$ cat src/rtl/ecap5_dproc_pkg.sv
`default_nettype none
// ============================================================================
// Module   : ecap5_dproc_pkg
// Purpose  : Shared types and constants for the data-processor pipeline.
//            Holds the load-store stage state encoding and the access size
//            masks used by the execute stage to describe memory accesses.
// Revision : 1.0 - initial release
// ============================================================================
package ecap5_dproc_pkg;

    // Load-store stage state encoding
    typedef logic [1:0] lsm_state_t;

    localparam lsm_state_t LSM_IDLE     = 2'd0;
    localparam lsm_state_t LSM_REQUEST  = 2'd1;
    localparam lsm_state_t LSM_WAIT_ACK = 2'd2;
    localparam lsm_state_t LSM_DONE     = 2'd3;

    // Access size masks, LSB-justified before lane alignment
    localparam logic [3:0] LS_SEL_BYTE = 4'b0001;
    localparam logic [3:0] LS_SEL_HALF = 4'b0011;
    localparam logic [3:0] LS_SEL_WORD = 4'b1111;

endpackage
`default_nettype wire

$ cat src/rtl/lsm_align.sv
`default_nettype none
// ============================================================================
// Module   : lsm_align
// Purpose  : Combinational byte-lane alignment for the load-store stage.
//            Store side: shifts the LSB-justified size mask and store data up
//            to the byte lane selected by the address offset.
//            Load side : shifts the read word down by the address offset and
//            sign- or zero-extends the selected byte/half field.
// Ports    :
//   st_off_i      in  2   store address offset (addr[1:0])
//   st_sel_i      in  4   store/load size mask, LSB-justified
//   st_data_i     in  32  store data, LSB-justified
//   st_sel_o      out 4   lane select, truncated to the addressed word
//   st_data_o     out 32  lane-shifted store data
//   ld_off_i      in  2   load address offset
//   ld_sel_i      in  4   load size mask, LSB-justified
//   ld_unsigned_i in  1   zero-extend instead of sign-extend
//   ld_data_i     in  32  raw bus read word
//   ld_data_o     out 32  aligned and extended load result
// Revision : 1.0 - initial release
// ============================================================================
module lsm_align
    import ecap5_dproc_pkg::*;
(
    input  logic [1:0]  st_off_i,
    input  logic [3:0]  st_sel_i,
    input  logic [31:0] st_data_i,
    output logic [3:0]  st_sel_o,
    output logic [31:0] st_data_o,
    input  logic [1:0]  ld_off_i,
    input  logic [3:0]  ld_sel_i,
    input  logic        ld_unsigned_i,
    input  logic [31:0] ld_data_i,
    output logic [31:0] ld_data_o
);

    logic [31:0] w_ld_shifted;
    logic        w_ld_ext;

    // Lanes pushed past byte 3 by a misaligned access are dropped: the
    // access is truncated to the addressed word.
    always_comb begin
        st_sel_o = st_sel_i;
        case (st_off_i)
            2'd0:    st_sel_o = st_sel_i;
            2'd1:    st_sel_o = {st_sel_i[2:0], 1'b0};
            2'd2:    st_sel_o = {st_sel_i[1:0], 2'b00};
            default: st_sel_o = {st_sel_i[0], 3'b000};
        endcase
    end

    assign st_data_o = st_data_i << {st_off_i, 3'b000};

    always_comb begin
        w_ld_shifted = ld_data_i >> {ld_off_i, 3'b000};
        w_ld_ext     = 1'b0;
        ld_data_o    = w_ld_shifted;
        if (ld_sel_i == LS_SEL_BYTE) begin
            w_ld_ext  = ~ld_unsigned_i & w_ld_shifted[7];
            ld_data_o = {{24{w_ld_ext}}, w_ld_shifted[7:0]};
        end else if (ld_sel_i == LS_SEL_HALF) begin
            w_ld_ext  = ~ld_unsigned_i & w_ld_shifted[15];
            ld_data_o = {{16{w_ld_ext}}, w_ld_shifted[15:0]};
        end
        // Any other mask is treated as a full word: no extension needed.
    end

endmodule
`default_nettype wire

$ cat src/rtl/lsm.sv
`default_nettype none
// ============================================================================
// Module   : lsm
// Purpose  : Load-store memory stage between execute and write-back.
//            Non-memory instructions pass straight through in one cycle.
//            Loads and stores run a single Wishbone B4 pipelined master
//            transaction and present the (aligned, extended) result to
//            write-back as a one-cycle output_valid_o pulse.
// Ports    :
//   clk_i, rst_i                     clock, async active-high reset
//   input_valid_i / input_ready_o    upstream handshake (ready only in IDLE)
//   result_i                         execute result / byte address
//   ls_enable_i, ls_write_i          memory access, store select
//   ls_write_data_i, ls_sel_i        store data, access size mask
//   ls_unsigned_load_i               zero-extend loads
//   reg_write_i, reg_addr_i          write-back controls pass-through
//   wb_adr_o .. wb_cyc_o             Wishbone master outputs
//   wb_dat_i, wb_ack_i, wb_stall_i   Wishbone master inputs
//   output_valid_o                   write-back entry valid pulse
//   reg_write_o, reg_addr_o,
//   reg_data_o                       write-back entry
// Revision : 1.0 - initial release
// ============================================================================
module lsm
    import ecap5_dproc_pkg::*;
(
    input  logic        clk_i,
    input  logic        rst_i,

    input  logic        input_valid_i,
    output logic        input_ready_o,

    input  logic [31:0] result_i,
    input  logic        ls_enable_i,
    input  logic        ls_write_i,
    input  logic [31:0] ls_write_data_i,
    input  logic [3:0]  ls_sel_i,
    input  logic        ls_unsigned_load_i,
    input  logic        reg_write_i,
    input  logic [4:0]  reg_addr_i,

    output logic [31:0] wb_adr_o,
    output logic [31:0] wb_dat_o,
    input  logic [31:0] wb_dat_i,
    output logic        wb_we_o,
    output logic [3:0]  wb_sel_o,
    output logic        wb_stb_o,
    output logic        wb_cyc_o,
    input  logic        wb_ack_i,
    input  logic        wb_stall_i,

    output logic        output_valid_o,
    output logic        reg_write_o,
    output logic [4:0]  reg_addr_o,
    output logic [31:0] reg_data_o
);

    // ------------------------------------------------------------------------
    // State and captured instruction fields
    // ------------------------------------------------------------------------
    lsm_state_t  state_q,         state_d;
    logic [1:0]  off_q,           off_d;
    logic [3:0]  sel_q,           sel_d;
    logic        unsigned_q,      unsigned_d;
    logic        cap_reg_write_q, cap_reg_write_d;
    logic [4:0]  cap_reg_addr_q,  cap_reg_addr_d;

    // Registered outputs
    logic [31:0] wb_adr_q,        wb_adr_d;
    logic [31:0] wb_dat_q,        wb_dat_d;
    logic        wb_we_q,         wb_we_d;
    logic [3:0]  wb_sel_q,        wb_sel_d;
    logic        wb_stb_q,        wb_stb_d;
    logic        wb_cyc_q,        wb_cyc_d;
    logic        out_valid_q,     out_valid_d;
    logic        out_reg_write_q, out_reg_write_d;
    logic [4:0]  out_reg_addr_q,  out_reg_addr_d;
    logic [31:0] out_reg_data_q,  out_reg_data_d;

    logic        w_transfer;
    logic        w_complete;
    logic [3:0]  w_st_sel;
    logic [31:0] w_st_data;
    logic [31:0] w_ld_data;

    // ------------------------------------------------------------------------
    // Lane alignment: the store side works on the live inputs (used while
    // IDLE to build the request), the load side on the captured fields.
    // ------------------------------------------------------------------------
    lsm_align u_align (
        .st_off_i      (result_i[1:0]),
        .st_sel_i      (ls_sel_i),
        .st_data_i     (ls_write_data_i),
        .st_sel_o      (w_st_sel),
        .st_data_o     (w_st_data),
        .ld_off_i      (off_q),
        .ld_sel_i      (sel_q),
        .ld_unsigned_i (unsigned_q),
        .ld_data_i     (wb_dat_i),
        .ld_data_o     (w_ld_data)
    );

    assign input_ready_o = (state_q == LSM_IDLE);
    assign w_transfer    = input_valid_i & input_ready_o;

    // An ack only counts once the request has been accepted: either in the
    // accepting REQUEST cycle itself (stall low) or later in WAIT_ACK.
    assign w_complete = ((state_q == LSM_REQUEST) & ~wb_stall_i & wb_ack_i) |
                        ((state_q == LSM_WAIT_ACK) & wb_ack_i);

    // ------------------------------------------------------------------------
    // Next-state logic
    // ------------------------------------------------------------------------
    always_comb begin
        state_d         = state_q;
        off_d           = off_q;
        sel_d           = sel_q;
        unsigned_d      = unsigned_q;
        cap_reg_write_d = cap_reg_write_q;
        cap_reg_addr_d  = cap_reg_addr_q;
        wb_adr_d        = wb_adr_q;
        wb_dat_d        = wb_dat_q;
        wb_we_d         = wb_we_q;
        wb_sel_d        = wb_sel_q;
        wb_stb_d        = wb_stb_q;
        wb_cyc_d        = wb_cyc_q;
        out_valid_d     = 1'b0;
        out_reg_write_d = out_reg_write_q;
        out_reg_addr_d  = out_reg_addr_q;
        out_reg_data_d  = out_reg_data_q;

        case (state_q)
            LSM_IDLE: begin
                if (w_transfer) begin
                    if (ls_enable_i) begin
                        off_d           = result_i[1:0];
                        sel_d           = ls_sel_i;
                        unsigned_d      = ls_unsigned_load_i;
                        cap_reg_write_d = reg_write_i;
                        cap_reg_addr_d  = reg_addr_i;
                        wb_adr_d        = {result_i[31:2], 2'b00};
                        wb_dat_d        = w_st_data;
                        wb_sel_d        = w_st_sel;
                        wb_we_d         = ls_write_i;
                        wb_stb_d        = 1'b1;
                        wb_cyc_d        = 1'b1;
                        state_d         = LSM_REQUEST;
                    end else begin
                        // Pass-through: stay in IDLE for full throughput
                        out_valid_d     = 1'b1;
                        out_reg_write_d = reg_write_i;
                        out_reg_addr_d  = reg_addr_i;
                        out_reg_data_d  = result_i;
                    end
                end
            end

            LSM_REQUEST: begin
                // Address, data and sel stay put while the slave stalls
                if (!wb_stall_i) begin
                    wb_stb_d = 1'b0;
                    state_d  = LSM_WAIT_ACK;
                end
            end

            LSM_WAIT_ACK: begin
                state_d = LSM_WAIT_ACK;
            end

            LSM_DONE: begin
                state_d = LSM_IDLE;
            end

            default: begin
                state_d = LSM_IDLE;
            end
        endcase

        // Completion overrides the REQUEST/WAIT_ACK defaults above
        if (w_complete) begin
            wb_stb_d        = 1'b0;
            wb_cyc_d        = 1'b0;
            state_d         = LSM_DONE;
            out_valid_d     = 1'b1;
            out_reg_write_d = ~wb_we_q & cap_reg_write_q;
            out_reg_addr_d  = cap_reg_addr_q;
            out_reg_data_d  = w_ld_data;
        end
    end

    // ------------------------------------------------------------------------
    // Registers; reset drops the bus cycle immediately
    // ------------------------------------------------------------------------
    always_ff @(posedge clk_i or posedge rst_i) begin
        if (rst_i) begin
            state_q         <= LSM_IDLE;
            off_q           <= 2'd0;
            sel_q           <= 4'd0;
            unsigned_q      <= 1'b0;
            cap_reg_write_q <= 1'b0;
            cap_reg_addr_q  <= 5'd0;
            wb_adr_q        <= 32'd0;
            wb_dat_q        <= 32'd0;
            wb_we_q         <= 1'b0;
            wb_sel_q        <= 4'd0;
            wb_stb_q        <= 1'b0;
            wb_cyc_q        <= 1'b0;
            out_valid_q     <= 1'b0;
            out_reg_write_q <= 1'b0;
            out_reg_addr_q  <= 5'd0;
            out_reg_data_q  <= 32'd0;
        end else begin
            state_q         <= state_d;
            off_q           <= off_d;
            sel_q           <= sel_d;
            unsigned_q      <= unsigned_d;
            cap_reg_write_q <= cap_reg_write_d;
            cap_reg_addr_q  <= cap_reg_addr_d;
            wb_adr_q        <= wb_adr_d;
            wb_dat_q        <= wb_dat_d;
            wb_we_q         <= wb_we_d;
            wb_sel_q        <= wb_sel_d;
            wb_stb_q        <= wb_stb_d;
            wb_cyc_q        <= wb_cyc_d;
            out_valid_q     <= out_valid_d;
            out_reg_write_q <= out_reg_write_d;
            out_reg_addr_q  <= out_reg_addr_d;
            out_reg_data_q  <= out_reg_data_d;
        end
    end

    assign wb_adr_o       = wb_adr_q;
    assign wb_dat_o       = wb_dat_q;
    assign wb_we_o        = wb_we_q;
    assign wb_sel_o       = wb_sel_q;
    assign wb_stb_o       = wb_stb_q;
    assign wb_cyc_o       = wb_cyc_q;
    assign output_valid_o = out_valid_q;
    assign reg_write_o    = out_reg_write_q;
    assign reg_addr_o     = out_reg_addr_q;
    assign reg_data_o     = out_reg_data_q;

endmodule
`default_nettype wire

$ cat config.mk
export PLATFORM = sky130hd
export DESIGN_NAME = lsm
export DESIGN_NICKNAME = d
export VERILOG_FILES = /design/src/rtl/ecap5_dproc_pkg.sv /design/src/rtl/lsm_align.sv /design/src/rtl/lsm.sv
export SDC_FILE = /design/constraint.sdc
export NUM_CORES = 1
export LEC_CHECK = 0
export ABC_AREA = 1
export CAP_MARGIN = 20
export CORE_UTILIZATION = 49
export CTS_CLUSTER_SIZE = 8
export DETAILED_ROUTE_END_ITERATION = 8
export MAX_ROUTING_LAYER = met4
export PLACE_DENSITY_LB_ADDON = 0.15
export SLEW_MARGIN = 0
export SYNTH_ARGS = -nofsm -noshare
export SYNTH_HDL_FRONTEND = slang
export SYNTH_SLANG_ARGS = --single-unit
$ cat constraint.sdc
create_clock -name clk_i -period 11.89 [get_ports clk_i]
set_input_delay 2.9725 -clock clk_i [delete_from_list [all_inputs] [get_ports clk_i]]
set_output_delay 2.9725 -clock clk_i [all_outputs]
set_load 0.02 [all_outputs]
# Word-level counts from Yosys, hierarchy flattened

Index checks and enable logic that the tools add are counted.

Logic and storage cells: 82
Output and inout port bits: 111
Flip-flop bits (word level): 123
Input port bits: 114

Eq/ne operators: 11
Shifts and indexed selects: 2
Bitwise logic cells: 11
Multiplexer cells: 31
Reduce and logical (&&, ||, !) cells: 11

Operators with widths:

| operator                                                                 | count |
|---|---|
| 32-bit 2-to-1 mux                                                        | 6 |
| 32-bit by 5-bit << shifter with 32-bit output                            | 1 |
| 32-bit by 5-bit >> shifter with 32-bit output                            | 1 |
| 5-bit 2-to-1 mux                                                         | 4 |
| 1-bit 2-to-1 mux                                                         | 14 |
| 4-bit case mux with 3 select lines                                       | 1 |
| 3-bit AND reduction                                                      | 4 |
| 2-bit 2-to-1 mux                                                         | 4 |
| 2-bit case mux with 4 select lines                                       | 1 |
| 1-bit AND                                                                | 7 |
| 2-bit equality test (second input constant)                              | 3 |
| 3-bit by 1-bit inequality test with 1-bit output (second input constant) | 2 |
| 2-bit nonzero test                                                       | 3 |
| 2-bit by 1-bit equality test with 1-bit output (second input constant)   | 2 |
| 4-bit by 1-bit equality test with 1-bit output (second input constant)   | 1 |
| 4-bit by 2-bit equality test with 1-bit output (second input constant)   | 1 |
| 2-bit logical NOT                                                        | 2 |
| 4-bit AND reduction                                                      | 1 |
| 3-bit inequality test (second input constant)                            | 1 |
| 1-bit NOT                                                                | 3 |
| 3-bit nonzero test                                                       | 1 |
| 2-bit by 1-bit inequality test with 1-bit output (second input constant) | 1 |
| 1-bit case mux with 2 select lines                                       | 1 |
| 1-bit bitwise OR                                                         | 1 |

# Depth between registers and ports, before layout

Depth in word-level cells: 6
Mapped depth: 12
Gate-level depth less buffers: 11

# Hierarchy

From an unflattened synthesis, not the netlist that was laid out.

Cells, all modules: 1020
Area total of the unflattened synthesis: 7034.2 um2

By module, submodules not included:

| module    | cells each | seq. area each (um2) | area an instance (um2) | instances |
|---|---|---|---|---|
| lsm       | 702        | 3078.0               | 5515.3                 | 1 |
| lsm_align | 318        | 0.0                  | 1519.0                 | 1 |

# Worst setup path before layout

Ideal clock, no wire load.

Path kind: input -> register
Start: input result_i[1]
End: register wb_dat_q[24] (netlist: wb_dat_o[24])
Buffers on the path: 2
Required time: 11.771 ns
Setup time: 0.119 ns
Path slack: 8.016 ns
Stages: 8
Arrival: 3.755 ns
Cells stage by stage: buf_4 -> inv_2 -> nand2_2 -> inv_2 -> buf_6 -> a22oi_1 -> nand3_1 -> o21a_1

Cells in the longest elaborated chain, start to end: 1

RTL lines:

| element                                       | line            | RTL |
|---|---|---|
| from (decl)                                   | lsm.sv:33       | `input logic [31:0] result_i,` |
| 32-bit by 5-bit << shifter with 32-bit output | lsm_align.sv:52 | `assign st_data_o = st_data_i << {st_off_i, 3'b000};` |
| to (signal assigned)                          | lsm.sv:220      | `wb_dat_q <= wb_dat_d;` |
| to (decl)                                     | lsm.sv:70       | `logic [31:0] wb_dat_q, wb_dat_d;` |

No other way between the ends.
A chain may end at the register's enable or synchronous reset.

# Worst setup path in the final report

Start: input ls_enable_i
End: register wb_stb_q (netlist: wb_stb_o)

Cells in the longest elaborated chain, start to end: 2

RTL lines:

| element                                                    | line       | RTL |
|---|---|---|
| from (decl)                                                | lsm.sv:34  | `input logic ls_enable_i,` |
| 3-bit by 1-bit inequality test with 1-bit output (no line) | n/a        |  |
| 4-bit AND reduction (no line)                              | n/a        |  |
| to (signal assigned)                                       | lsm.sv:223 | `wb_stb_q <= wb_stb_d;` |
| to (decl)                                                  | lsm.sv:73  | `logic wb_stb_q, wb_stb_d;` |

No other way between the ends.

==> results.json <==
{
  "fp.dieArea_sq_um": 13600,
  "drc": 0,
  "p_switching_w": 0.00101,
  "cts_tree": "yes",
  "tns_ns": 0,
  "p_sw_share_pct": 40.3,
  "r2r_cells": 9,
  "cts_post_setup_buffers_inserted": 0,
  "max_stage_delay_ns": 0.74,
  "clk_pin_slew_ns": 0.05,
  "routed_wirelength_um": 18700,
  "cts_max_path_buffers": 2,
  "htree_num_levels": 4,
  "ctsResizeCount": 0,
  "io_pins": 225,
  "critPathMaxFanout": 104,
  "start_kind": "input port",
  "netlist_area_sq_um": 6450,
  "p_total_w": 0.00250,
  "yosysWarningCount": 0,
  "whs_path_depth": 2,
  "timing.rr.start": "state_q[0]$_DFFE_PP0P_",
  "highest_layer": "met4",
  "cp.required_ns": 12.19,
  "globalplace.congestion": 0.896,
  "max-slew-margin-rel_pct": 32.8,
  "rr_endpoint": "wb_stb_o$_DFFE_PP0P_",
  "hpwl_um": 12700,
  "grt_max_degree": 105,
  "synth-async-reset-ratio_pct": 100,
  "stdcell_count": 1203,
  "syn_to_final_growth_pct": 42.9,
  "grt_overflow": 0,
  "via_per_inst": 5.22,
  "finalNetCount": 1135,
  "internal_power_w": 0.00149,
  "first_pass_iters": 5,
  "hold_path_class": "reg -> reg",
  "design.core.area_sq_um": 12700,
  "slew_viol_final": 0,
  "grt_pass1_vias": 6159,
  "leakagePower_nw": 4.38,
  "wl_met2_um": 9150,
  "ys_seq_area_share_pct": 47.7,
  "crit_chain": "clkdlybuf4s50_1 -> nand3_4 -> buf_4 -> inv_2 -> o21ai_0 -> inv_1 -> o21ai_0 -> a21oi_1",
  "maxCapViolCount": 0,
  "io_buffers": 222,
  "irDropWorstVdd_v": 0.000208,
  "hold_violations": 0,
  "ys_ff_latch": 123,
  "vias": 6278,
  "ant_nets": 0,
  "worst_pin_slew_ns": 1.01,
  "critPathMostFrequentCell": "o21ai_0",
  "crit_type": "in -> reg",
  "p_seq_share_pct": 30.0,
  "end_kind": "flip-flop",
  "diodes": 0,
  "regArea_sq_um": 3080,
  "regToRegSetupSlack_ns": 9.10,
  "synth_top_flop_cell": "dfrtp_1",
  "synth_cells": 823,
  "drtIter0Drc": 406,
  "clkLatencyLatePin_ns": 0.42,
  "power_frac_comb_pct": 49.0,
  "cp.arrival_ns": 5.50,
  "row_count": 41,
  "ctsHoldBuffers": 0,
  "rsz0062_at_grt": "false",
  "root_buffer": "clkbuf_16",
  "start_util_pct": 50.7,
  "skew_ns": 0.0129,
  "clockPowerShare_pct": 21.0,
  "critPathBufInv": 4,
  "grt_use_total_pct": 29.6,
  "antenna_found_initial": 0,
  "wire_per_inst_um": 15.6,
  "ys_types": 35,
  "die_width_um": 117,
  "fill_cells": 1026,
  "wl_met1_um": 7880,
  "cts_inserted_buffers": 17,
  "multi_input_area_sq_um": 2770,
  "min_from": "reg_data_o[29]$_DFFE_PP0P_",
  "status": "finished clean",
  "wl_met3_um": 1230,
  "placed_cells_incl_taps": 1171,
  "period_share_pct": 43.7,
  "fmax_mhz": 192,
  "crit_slowest_cell": "buf_4",
  "avgSynthCellArea_sq_um": 7.84,
  "clock-sinks": 123,
  "final.min_clock_period_ns": 5.20,
  "die_h_um": 117,
  "min_to": "reg_data_o[29]$_DFFE_PP0P_",
  "grt_first_pass_wirelength_um": 29800,
  "setup_viol": 0,
  "synth_edf_count": 0,
  "power.density_nw_per_um2": 272,
  "layout-drive-gt1-share_pct": 7.18,
  "cp_top_family": "buffers and inverters"
}
## layout by cell type (no fill, tap or decap), drive strengths merged, types with 6 or more instances in the layout
cell           count
a21oi             26
a22o               7
a22oi              8
a32o               6
a32oi              6
clkbuf            25
clkdlybuf4s50    222
dfrtp            123
inv               81
nand2            314
nand3             73
nor2              24
o211ai            11
o21a               7
o21ai             76
## worst reg2reg max path: stages (launching register included)
cell and delay [ns]:
dfrtp_1 0.36, inv_1 0.08, ha_1 0.27, nand3_4 0.07, buf_4 0.74, inv_2 0.62
o21ai_0 0.27, inv_1 0.06, o21ai_0 0.15, a21oi_1 0.05
## final cells by class
type / count / area share (%)
Clock inverter: 7 / 1.22
Sequential cell: 123 / 33.4
Multi-Input combinational cell: 570 / 30.0
Tap cell: 172 / 2.34
Clock buffer: 25 / 5.27
Timing Repair Buffer: 225 / 24.4
Inverter: 81 / 3.35
## Yosys cell counts (9+ instances only)
cell type / instances / area, sq um
a21oi_1: 17 / 85.1
nor2_1: 18 / 67.6
o21ai_0: 54 / 270
nand2_1: 309 / 1160
dfrtp_1: 123 / 3080
a21oi_2: 9 / 78.8
o21ai_1: 22 / 110
clkbuf_1: 10 / 37.5
buf_2: 24 / 120
nand3_1: 69 / 345
inv_1: 71 / 267
inv_2: 9 / 33.8
## flip-flops by register name (all words and copies together) (netlist names), 2 cells and up
register,flops
reg_addr_o,5
state_q,2
wb_adr_o,30
sel_q,4
reg_data_o,32
cap_reg_addr_q,5
wb_sel_o,4
wb_dat_o,32
off_q,2
## worst max path at each step
stage,endpoint,from,cells after the start,slack [ns]
after floorplan,cap_reg_addr_q[0]$_DFFE_PP0P_,rst_i,1,5.65
after global placement,wb_stb_o$_DFFE_PP0P_,ls_enable_i,8,6.34
after detailed placement,wb_stb_o$_DFFE_PP0P_,ls_enable_i,8,6.31
after CTS,wb_stb_o$_DFFE_PP0P_,ls_enable_i,8,6.74
after global routing,wb_stb_o$_DFFE_PP0P_,ls_enable_i,8,6.43
final,wb_stb_o$_DFFE_PP0P_,ls_enable_i,8,6.69
## metrics by stage
stage                     instance area, sq um  util [%]  hold WS (ns)  setup WS (ns)
after global placement                    8610      67.7         0.461           6.34
after global routing                      9210      72.4         0.491           6.43
after detailed placement                  8610      67.7         0.465           6.31
after CTS                                 9210      72.4         0.478           6.74
final                                     9210      72.4         0.474           6.69
after floorplan                           6450         -         0.449           5.65
## cells by family after synthesis
group	share of synthesized area [%]
AOI/OAI and AO/OA	15.3
DFF	47.7
and+or+nand+nor	26.9
other	0.0582
buffers and inverters	9.53
adders and majority gates	0.582
## metal layers
| metal | track usage [%] | up-vias |
|---|---|---|
| met3 | 6.38 | 36 |
| met4 | 11.1 | 0 |
| met5 | - | - |
| met2 | 47.5 | 234 |
| met1 | 36.7 | 2963 |
| li1 | - | 3045 |
## power by group through the flow
| stage | combinational [W] | clock, W | sequential, W |
|---|---|---|---|
| final | 0.00123 | 0.000526 | 0.000752 |
| after global routing | 0.00134 | 0.000550 | 0.000773 |
| after CTS | 0.00124 | 0.000530 | 0.000750 |
| after detailed placement | 0.00123 | 0 | 0.000750 |
| after global placement | 0.00120 | 0 | 0.000753 |
| after floorplan | 0.000547 | 0 | 0.000935 |
Power figures use the tool's default switching activity.
